===== src/rtl/mips_pkg.sv =====
// Shared MIPS datapath constants: data width and the select codes used by the
// forwarding-source and writeback-source selectors.
package mips_pkg;

  localparam int DATA_W = 32;

  localparam int FWD_SRC_REGFILE = 0;
  localparam int FWD_SRC_EXMEM   = 1;
  localparam int FWD_SRC_MEMWB   = 2;
  localparam int FWD_NUM_SRC     = 3;

  localparam int WB_SRC_ALU  = 0;
  localparam int WB_SRC_MEM  = 1;
  localparam int WB_SRC_PC4  = 2;
  localparam int WB_NUM_SRC  = 3;

endpackage


===== src/rtl/skid_reg.sv =====
// Generic WIDTH-wide two-entry valid/ready register (output register plus one
// skid entry); in_ready comes straight from a flop so out_ready never reaches it.
module skid_reg #(
  parameter int WIDTH = 32
) (
  input  logic             clk,
  input  logic             reset,
  input  logic             flush,
  input  logic [WIDTH-1:0] in_data,
  input  logic             in_valid,
  output logic             in_ready,
  output logic [WIDTH-1:0] out_data,
  output logic             out_valid,
  input  logic             out_ready
);

  logic [WIDTH-1:0] out_data_q, out_data_d;
  logic             out_valid_q, out_valid_d;
  logic [WIDTH-1:0] skid_data_q, skid_data_d;
  logic             skid_valid_q, skid_valid_d;
  logic             in_ready_q, in_ready_d;
  logic             accept, deliver;

  assign accept  = in_valid && in_ready_q;
  assign deliver = out_valid_q && out_ready;

  always_comb begin
    out_data_d   = out_data_q;
    out_valid_d  = out_valid_q;
    skid_data_d  = skid_data_q;
    skid_valid_d = skid_valid_q;
    if (flush) begin
      // Valid bits only; data registers keep their contents.
      out_valid_d  = 1'b0;
      skid_valid_d = 1'b0;
    end else if (!out_valid_q || deliver) begin
      if (skid_valid_q) begin
        out_data_d   = skid_data_q;
        out_valid_d  = 1'b1;
        skid_valid_d = accept;
        if (accept) skid_data_d = in_data;
      end else if (accept) begin
        out_data_d  = in_data;
        out_valid_d = 1'b1;
      end else begin
        out_valid_d = 1'b0;
      end
    end else if (accept) begin
      skid_data_d  = in_data;
      skid_valid_d = 1'b1;
    end
    in_ready_d = !skid_valid_d;
  end

  always_ff @(posedge clk or posedge reset) begin
    if (reset) begin
      out_data_q   <= '0;
      out_valid_q  <= 1'b0;
      skid_data_q  <= '0;
      skid_valid_q <= 1'b0;
      in_ready_q   <= 1'b1;
    end else begin
      out_data_q   <= out_data_d;
      out_valid_q  <= out_valid_d;
      skid_data_q  <= skid_data_d;
      skid_valid_q <= skid_valid_d;
      in_ready_q   <= in_ready_d;
    end
  end

  assign in_ready  = in_ready_q;
  assign out_data  = out_data_q;
  assign out_valid = out_valid_q;

endmodule


===== src/rtl/mux_pipe_reg.sv =====
// N:1 operand selector feeding a registered valid/ready skid stage.
// Define MUX_SEL_CHECK_EN to add the sticky sel_err out-of-range flag.
module mux_pipe_reg
  import mips_pkg::*;
#(
  parameter  int WIDTH      = DATA_W,
  parameter  int NUM_INPUTS = 8,
  localparam int SEL_W      = $clog2(NUM_INPUTS)
) (
  input  logic                        clk,
  input  logic                        reset,
  input  logic [NUM_INPUTS*WIDTH-1:0] in_data,
  input  logic [SEL_W-1:0]            select,
  input  logic                        in_valid,
  output logic                        in_ready,
  input  logic                        flush,
  output logic [WIDTH-1:0]            out_data,
  output logic                        out_valid,
  input  logic                        out_ready
`ifdef MUX_SEL_CHECK_EN
  ,
  output logic                        sel_err
`endif
);

  logic [WIDTH-1:0] in_arr [NUM_INPUTS];
  logic [WIDTH-1:0] picked;
  logic [WIDTH-1:0] sel_data;
  logic             sel_hit;

  genvar gi;
  for (gi = 0; gi < NUM_INPUTS; gi++) begin : g_unpack
    assign in_arr[gi] = in_data[gi*WIDTH +: WIDTH];
  end

  // Indices past NUM_INPUTS (non power-of-2 counts) select a defined zero.
  always_comb begin
    picked  = '0;
    sel_hit = 1'b0;
    for (int k = 0; k < NUM_INPUTS; k++) begin
      if (select == SEL_W'(k)) begin
        picked  = in_arr[k];
        sel_hit = 1'b1;
      end
    end
    sel_data = sel_hit ? picked : '0;
  end

  skid_reg #(.WIDTH(WIDTH)) u_skid (
    .clk       (clk),
    .reset     (reset),
    .flush     (flush),
    .in_data   (sel_data),
    .in_valid  (in_valid),
    .in_ready  (in_ready),
    .out_data  (out_data),
    .out_valid (out_valid),
    .out_ready (out_ready)
  );

`ifdef MUX_SEL_CHECK_EN
  logic sel_err_q;

  always_ff @(posedge clk or posedge reset) begin
    if (reset)
      sel_err_q <= 1'b0;
    else if (in_valid && in_ready && !sel_hit)
      sel_err_q <= 1'b1;
  end

  assign sel_err = sel_err_q;
`endif

endmodule


===== config.mk =====
export PLATFORM = sky130hd
export DESIGN_NAME = mux_pipe_reg
export DESIGN_NICKNAME = d
export VERILOG_FILES = /design/src/rtl/mips_pkg.sv /design/src/rtl/skid_reg.sv /design/src/rtl/mux_pipe_reg.sv
export SDC_FILE = /design/constraint.sdc
export NUM_CORES = 1
export LEC_CHECK = 0
export CAP_MARGIN = 10
export CORE_AREA = 2 2 115 117
export CTS_CLUSTER_SIZE = 30
export DETAILED_ROUTE_END_ITERATION = 6
export DIE_AREA = 0 0 117 119
export GPL_ROUTABILITY_DRIVEN = 0
export PLACE_DENSITY = 0.85
export SLEW_MARGIN = 20
export SYNTH_ARGS = -nofsm -noshare
export SYNTH_HDL_FRONTEND = slang
export SYNTH_SLANG_ARGS = --single-unit
export TNS_END_PERCENT = 10

===== constraint.sdc =====
create_clock -name clk -period 4 [get_ports clk]
set_input_delay 0.8 -clock clk [delete_from_list [all_inputs] [get_ports clk]]
set_output_delay 0.8 -clock clk [all_outputs]
set_load 0.05 [all_outputs]

---- Yosys cells after proc, flatten, opt, wreduce, memory -nomap -nowiden ----
Cells that the tools add are included.
cells by class
  equal/unequal tests ..................... 8
  multiplexer cells ....................... 30
  bitwise operators ....................... 1
  reductions and logical operators ........ 10
operators by type and width
  kind                                            number
  two-way mux 32 bit                              14
  two-way mux 1 bit                               16
  == test 3 bit (second input constant)           4
  == test 3 x 2 -> 1 bit (second input constant)  2
  nonzero test 2 bit                              2
  == test 3 x 1 -> 1 bit (second input constant)  1
  zero test 3 bit                                 1
  AND reduction 3 bit                             1
  logical AND 1 bit                               2
  zero test 1 bit                                 2
  != test 2 x 1 -> 1 bit (second input constant)  1
  AND reduction 2 bit                             1
  logical OR 1 bit                                1
  inverter 1 bit                                  1
word-level totals
  bits in registers ....................... 67

---- Depth between registers and ports, before layout ----
Gate-level depths: netlist (run 1).
  depth in word-level cells ............... 13
  mapped depth ............................ 8
  mapped depth without buffers ............ 4

---- Modules after synthesis ----
From an unflattened synthesis (run 1), not the netlist that was laid out.
second synthesis, totals
  cell total of the unflattened synthesis .. 543
  area, all modules ....................... 5579.1 sq um
by module, submodules not included
  module        instances  cells each  area an instance (sq um)
  skid_reg      1          185         3012.9
  mux_pipe_reg  1          358         2566.2

---- Least setup slack after synthesis (run 1) ----
Ideal clock, no wire load.
  path type ............................... input -> register
  start point ............................. input select[1]
  end point ............................... register u_skid.out_data_q[3], in the netlist u_skid.out_data[3]
  arrival time ............................ 1867 ps
  data required time ...................... 3878 ps
  setup slack ............................. 2011 ps
  cell stages on the path ................. 6
  cells stage by stage .................... buf_6 buf_6 mux4_2 a2bb2oi_1 nand3b_1 a21oi_1
between the ends
  longest elaborated chain between the ends .. 12
ends and longest elaborated chain
  what                                                                          RTL line            source
  from (decl)                                                                   mux_pipe_reg.sv:13  input logic [SEL_W-1:0] select,
  zero test 3 bit                                                               mux_pipe_reg.sv:41  if (select == SEL_W'(k)) begin
  two-way mux 32 bit / two-way mux 1 bit (equally long branches) (8 in series)  mux_pipe_reg.sv:41
  two-way mux 32 bit (*)                                                        mux_pipe_reg.sv:46  sel_data = sel_hit ? picked : '0;
  two-way mux 32 bit (*)                                                        skid_reg.sv:42      end else if (accept) begin
  two-way mux 32 bit (*)                                                        skid_reg.sv:37      if (skid_valid_q) begin
  to (signal assigned)                                                          skid_reg.sv:63      out_data_q <= out_data_d;
  to (decl)                                                                     skid_reg.sv:17      logic [WIDTH-1:0] out_data_q, out_data_d;
Mark *: on every way between the ends. The rest lies on a longest branch, timed or not. The select of a mux whose other input is x is not followed.
A chain may end at the register's enable or synchronous reset.

---- Worst setup path after layout (run 1) ----
  start point ............................. input in_valid
  end point ............................... register u_skid.out_data_q[19], in the netlist u_skid.out_data[19]
between the ends
  longest elaborated chain between the ends .. 3
ends and longest elaborated chain
  what                                  RTL line            source
  from (decl)                           mux_pipe_reg.sv:14  input logic in_valid,
  logical AND 1 bit                     skid_reg.sv:24      assign accept = in_valid && in_ready_q;
  nonzero test 2 bit (no source line)   --
  AND reduction 3 bit (no source line)  --
Every way passes these cells.

==> flow_summary.ini, run 1 <==
[sta]
period_needed_ns = 2.62
clock.fmax_mhz = 382
fin_tns_setup_ns = 0
relSlewSlack_pct = 32.5
drv_slew = 0
setup_violations = 0
finalCritPeriodShare_pct = 65.4
fin_skew_ns = 0.00780
finalHoldViolCount = 0
tightest_slew_ns = 1.01
grt_setup_unrepaired = false

[synthesis]
syn_nets = 814
netlist_area_um2 = 5210
yosysMostFrequentCell = mux2i_1
synth_top_area_share_pct = 31.7
netlist_top_cells_count = 69 x mux2i_1, 68 x a21oi_1, 66 x dfrtp_1
yosys_warnings = 0
yosysSeqAreaShare_pct = 32.2
synth-edff-count = 0
ys_ff_latch = 67
synthArstFlopShare_pct = 100
netlist_top_cells_area = dfrtp_1 32%, mux2i_1 13%, mux4_2 12%
synthFlopType = dfrtp_1
synth_cell_types = 37
syn_inst = 550
yosys.area.top_type = dfrtp_1
avgSynthCellArea_um2 = 9.47

[grt]
grt_max_degree = 67
overflow = 0
met2_usage_pct = 47.6
grt-busiest-layer = met2
grt_pass1_vias = 6017
track_usage_pct = 27.4
grt_pass1_wl_um = 29600
grtUsageMet1_pct = 31.6
use_met3_pct = 7.43
antenna_found_initial = 0

[clock_tree]
cts_hold_buf = 0
cts_tree = yes
clock_latency_ns = 0.33
cts_root_buf = clkbuf_16
cts_setup_buffers = 0
h-tree-depth = 3
cts.sinks = 67
post_cts_resized = 0
path_clk_slew_ns = 0.05
cts_buffer_depth = 2
cts_made_buffers = 9

[worst_setup_path]
worst_r2r_endpoint = u_skid.out_data[19]
required_ns = 4.25
cp.arrival_ns = 2.87
worst_r2r_startpoint = u_skid.skid_valid_q
r2r_slack_ns = 1.50
reg2regPathDepth = 6
cp_max_fo = 20
worstSetupPathType = in2reg
start_kind = input pin
end_kind = flop

[die]
start_util_pct = 40.4
chipHeight_um = 119
dieArea_um2 = 13900
dieWidth_um = 117
coreArea_um2 = 12900
rows = 42
io_pins = 298

[cells_and_area]
drive_above_1_share_pct = 8.05
finalInstanceArea_um2 = 8470
nFillCells = 1029
multi_input_area_um2 = 3100
antennaDiodeCount = 0
syn_to_final_growth_pct = 62.7
seqCellArea_um2 = 1680
nets = 1079

[power_and_ir_drop]
p_leak_nw = 3.57
irDropWorstVdd_mv = 0.195
p_per_area_nw_per_um2 = 343
finalPower_w = 0.00290

[detailed_routing]
avgRoutedWirePerCell_um = 19.5
drtIter0Drc = 521
dr.pass1.iters = 5
via_per_inst = 5.73
antenna_left = 0
drc = 0
vias = 5707
wirelength_um = 19400

[placed_design]
dp_hpwl_um = 14900
place_area_um2 = 8190
port_buffers = 297

[worst_hold_path]
whs_path_depth = 2
hp-class = reg2reg
hold_path_end = u_skid.skid_data_q[3]
min_from = u_skid.skid_data_q[3]

[status]
outcome = finished, final reports clean

[flow_run]
cap_violations = 0
how the worst max path moves through the flow:
stage | startpoint | to | slack, ns
after global placement | in_valid | u_skid.out_data[11] | 1.20
after detailed placement | in_valid | u_skid.out_data[5] | 1.10
final | in_valid | u_skid.out_data[19] | 1.38
after global routing | in_valid | u_skid.out_data[11] | 1.24
after CTS | in_valid | u_skid.out_data[15] | 1.44
after floorplan | reset | u_skid.out_data[0] | 1.52
power breakdown:
group / switching, W / total [W] / internal, W
registers: 0.000101 / 0.000954 / 0.000852
clock network: 0.000277 / 0.000746 / 0.000468
logic: 0.000638 / 0.00121 / 0.000568
worst max-delay path, stage by stage:
cell	delay, ns
clkdlybuf4s50_1	0.59
a21oi_1	0.18
nor3_4	0.74
buf_4	0.35
nor2_1	0.08
a21oi_1	0.12
cells in the final DEF, fill, tap and decap left out, types with 21 or more instances in the layout:
cell type,n
mux2i_1,69
mux4_2,27
a32oi_1,21
nor2_1,30
dfrtp_1,65
a21oi_1,68
inv_1,31
a2bb2oi_1,21
nand3b_1,21
nand2_1,57
nand3_1,25
clkdlybuf4s50_1,294
cell type report:
class,instances,area share (%)
multi-input combinational,398,36.6
clock buffer,14,3.23
timing repair buffer,307,36.2
tap,176,2.60
sequential,67,19.8
inverter,32,1.42
clock inverter,2,0.118
kinds of logic after synthesis:
family                 after synthesis  synth area share [%]
muxes                               96                  24.9
AOI/OAI and AO/OA                  151                  19.9
and+or+nand+nor                    151                  14.4
buffers and inverters               85                  8.53
DFF                                 67                  32.2
stage by stage:
stage          instances  utilization [%]  hold slack (ns)  setup WS, ns
5_1_grt              996             65.8            0.502          1.24
3_5_place_dp         980             63.6            0.463          1.10
3_3_place_gp         980             63.6            0.458          1.20
4_1_cts              996             65.8            0.476          1.44
2_1_floorplan        550                -            0.446          1.52
6_report             996             65.8            0.474          1.38
sequential cells by signal, indices dropped and copies added (netlist names):
signal               cells
u_skid.out_valid         1
u_skid.skid_data_q      32
u_skid.in_ready          1
u_skid.skid_valid_q      1
u_skid.out_data         32
layer usage:
layer  share of wire, %  vias to the layer above
li1                   -                     2587
met4                3.2                        0
met5                  0                        -
met2                 51                      332
met3                8.6                       50
met1                 38                     2738
Power figures use the tool's default switching activity.
==> run 2: changes to the inputs <==
Settings changed: CORE_AREA 2 2 115 117 to unset, CORE_UTILIZATION set to 35, DIE_AREA 0 0 117 119 to unset, PLACE_DENSITY 0.85 to 0.77.
Clock period 4 ns to 2.3 ns, I/O delays scaled along.
==> run 2 against run 1 <==
Critical path depth decreased by 5. Global-route usage decreased by 3.3 points. Non-clock buffer count increased by 17. Combinational power increased by 74%. Critical endpoint is now in_ready.
==> flow_summary.ini, run 2 (synthesized netlist as in run 1, its figures left out) <==
[die]
io_pins = 298
dieWidth_um = 124
rows = 44
coreArea_um2 = 14500
start_util_pct = 35.8
chipHeight_um = 124
dieArea_um2 = 15400

[cells_and_area]
final_common_cell = clkdlybuf4s50_1
nFillCells = 1285
drive_above_1_share_pct = 10.2
nets = 1096
antennaDiodeCount = 0
utilization_pct = 60.0
finalInstanceArea_um2 = 8720
syn_to_final_growth_pct = 67.5
final_cell_mix = 294 x clkdlybuf4s50_1, 69 x mux2i_1, 68 x a21oi_1

[worst_setup_path]
crit_path_cell_trace = clkdlybuf4s50_1
end_kind = primary output
cp.arrival_ns = 1.74
worstSetupPathType = reg2out
critPathTopFamily = buffers and inverters
required_ns = 1.84
r2r_slack_ns = 0.54
crit_path_max_incr_delay_ns = 0.82
worst_r2r_startpoint = u_skid.in_ready
setup.worst_path.start = u_skid.in_ready
cp_max_fo = 5
crit_buf_inv = 1
start_kind = flop
crit_path_top_delay_cell = clkdlybuf4s50_1

[detailed_routing]
drc = 0
wirelength_um = 18700
dr.pass1.iters = 6
via_per_inst = 5.40
drtIter0Drc = 394
vias = 5514
avgRoutedWirePerCell_um = 18.3
antenna_left = 0

[sta]
finalHoldViolCount = 0
clock.fmax_mhz = 454
hold_slack_ns = 0.433
relSlewSlack_pct = 40.7
period_needed_ns = 2.20
grt_setup_unrepaired = false
fin_skew_ns = 0.00731
finalCritPeriodShare_pct = 95.7
fin_tns_setup_ns = 0
tightest_slew_ns = 0.889
drv_slew = 0
setup_violations = 0

[grt]
overflow = 0
grt_max_degree = 63
grt_pass1_wl_um = 28200
antenna_found_initial = 0
grt_pass1_vias = 5563
track_usage_pct = 24.1

[status]
outcome = finished, final reports clean

[clock_tree]
cts_setup_buffers = 0
cts_hold_buf = 0
cts_tree = yes
cts.sinks = 67
path_clk_slew_ns = 0.06
cts_root_buf = clkbuf_16
cts_made_buffers = 9
clock_latency_ns = 0.32
h-tree-depth = 3
post_cts_resized = 0
cts_buffer_depth = 2

[power_and_ir_drop]
p_leak_nw = 3.69
irDropWorstVdd_mv = 0.364
p_per_area_nw_per_um2 = 600

[placed_design]
dp_hpwl_um = 14200
place_area_um2 = 8400
port_buffers = 297

[worst_hold_path]
hp-class = in2async

[flow_run]
cap_violations = 0
-- run 2: changes by cell type in the layout (fill, tap and decap cells not counted), sizes merged --
cell | before | now
buf | 13 | 30
clkbuf | 14 | 9
bufinv | 0 | 2
clkinvlp | 0 | 3
-- run 2: area by class of cell --
class                   instances  area (um2)  area share [%]
clock buffers                   9         225            2.58
clock inverters                 7        92.6            1.06
inverters                      32         120            1.38
multi-input cells             398        3100            35.6
flip-flops and latches         67        1680            19.3
well taps                     184         230            2.64
repair buffers                324        3270            37.5
-- run 2: power breakdown --
part / internal (W) / switching [W]
Combinational: 0.00102 / 0.00109
Sequential: 0.00148 / 0.000165
Clock: 0.000945 / 0.000523
-- run 2: worst paths after layout --
kind                                           to  cells after the start
setup / recovery                         in_ready                      1
hold / removal                   u_skid.out_valid                      2
setup reg to reg              u_skid.out_data[12]                      5
hold reg to reg             u_skid.skid_data_q[8]                      2
max in group asynchronous  u_skid.skid_data_q[22]                      3
min in group clk            u_skid.skid_data_q[8]                      2
-- run 2: stage by stage --
stage	cells	total power [W]	setup WS, ns
after CTS	1021	0.00526	0.0846
final	1021	0.00523	0.0983
after global routing	1021	0.00549	0.0372
after floorplan	550	0.00282	0.158
after global placement	1005	0.00374	0.202
after detailed placement	1005	0.00378	0.189
-- run 2: worst register-to-register path, delay by kind of cell, from the launching register on --
| family | cells | cell delay (ns) |
|---|---|---|
| compound gates | 3 | 0.46 |
| flops | 1 | 0.60 |
| simple gates | 1 | 0.39 |
| buf+inv | 1 | 0.19 |
-- run 2: layer usage --
layer | track usage [%] | share of wire [%]
met5 | 0 | 0
met4 | 7.66 | 1.9
met3 | 4.58 | 7.3
met2 | 42.2 | 50
met1 | 29.7 | 41
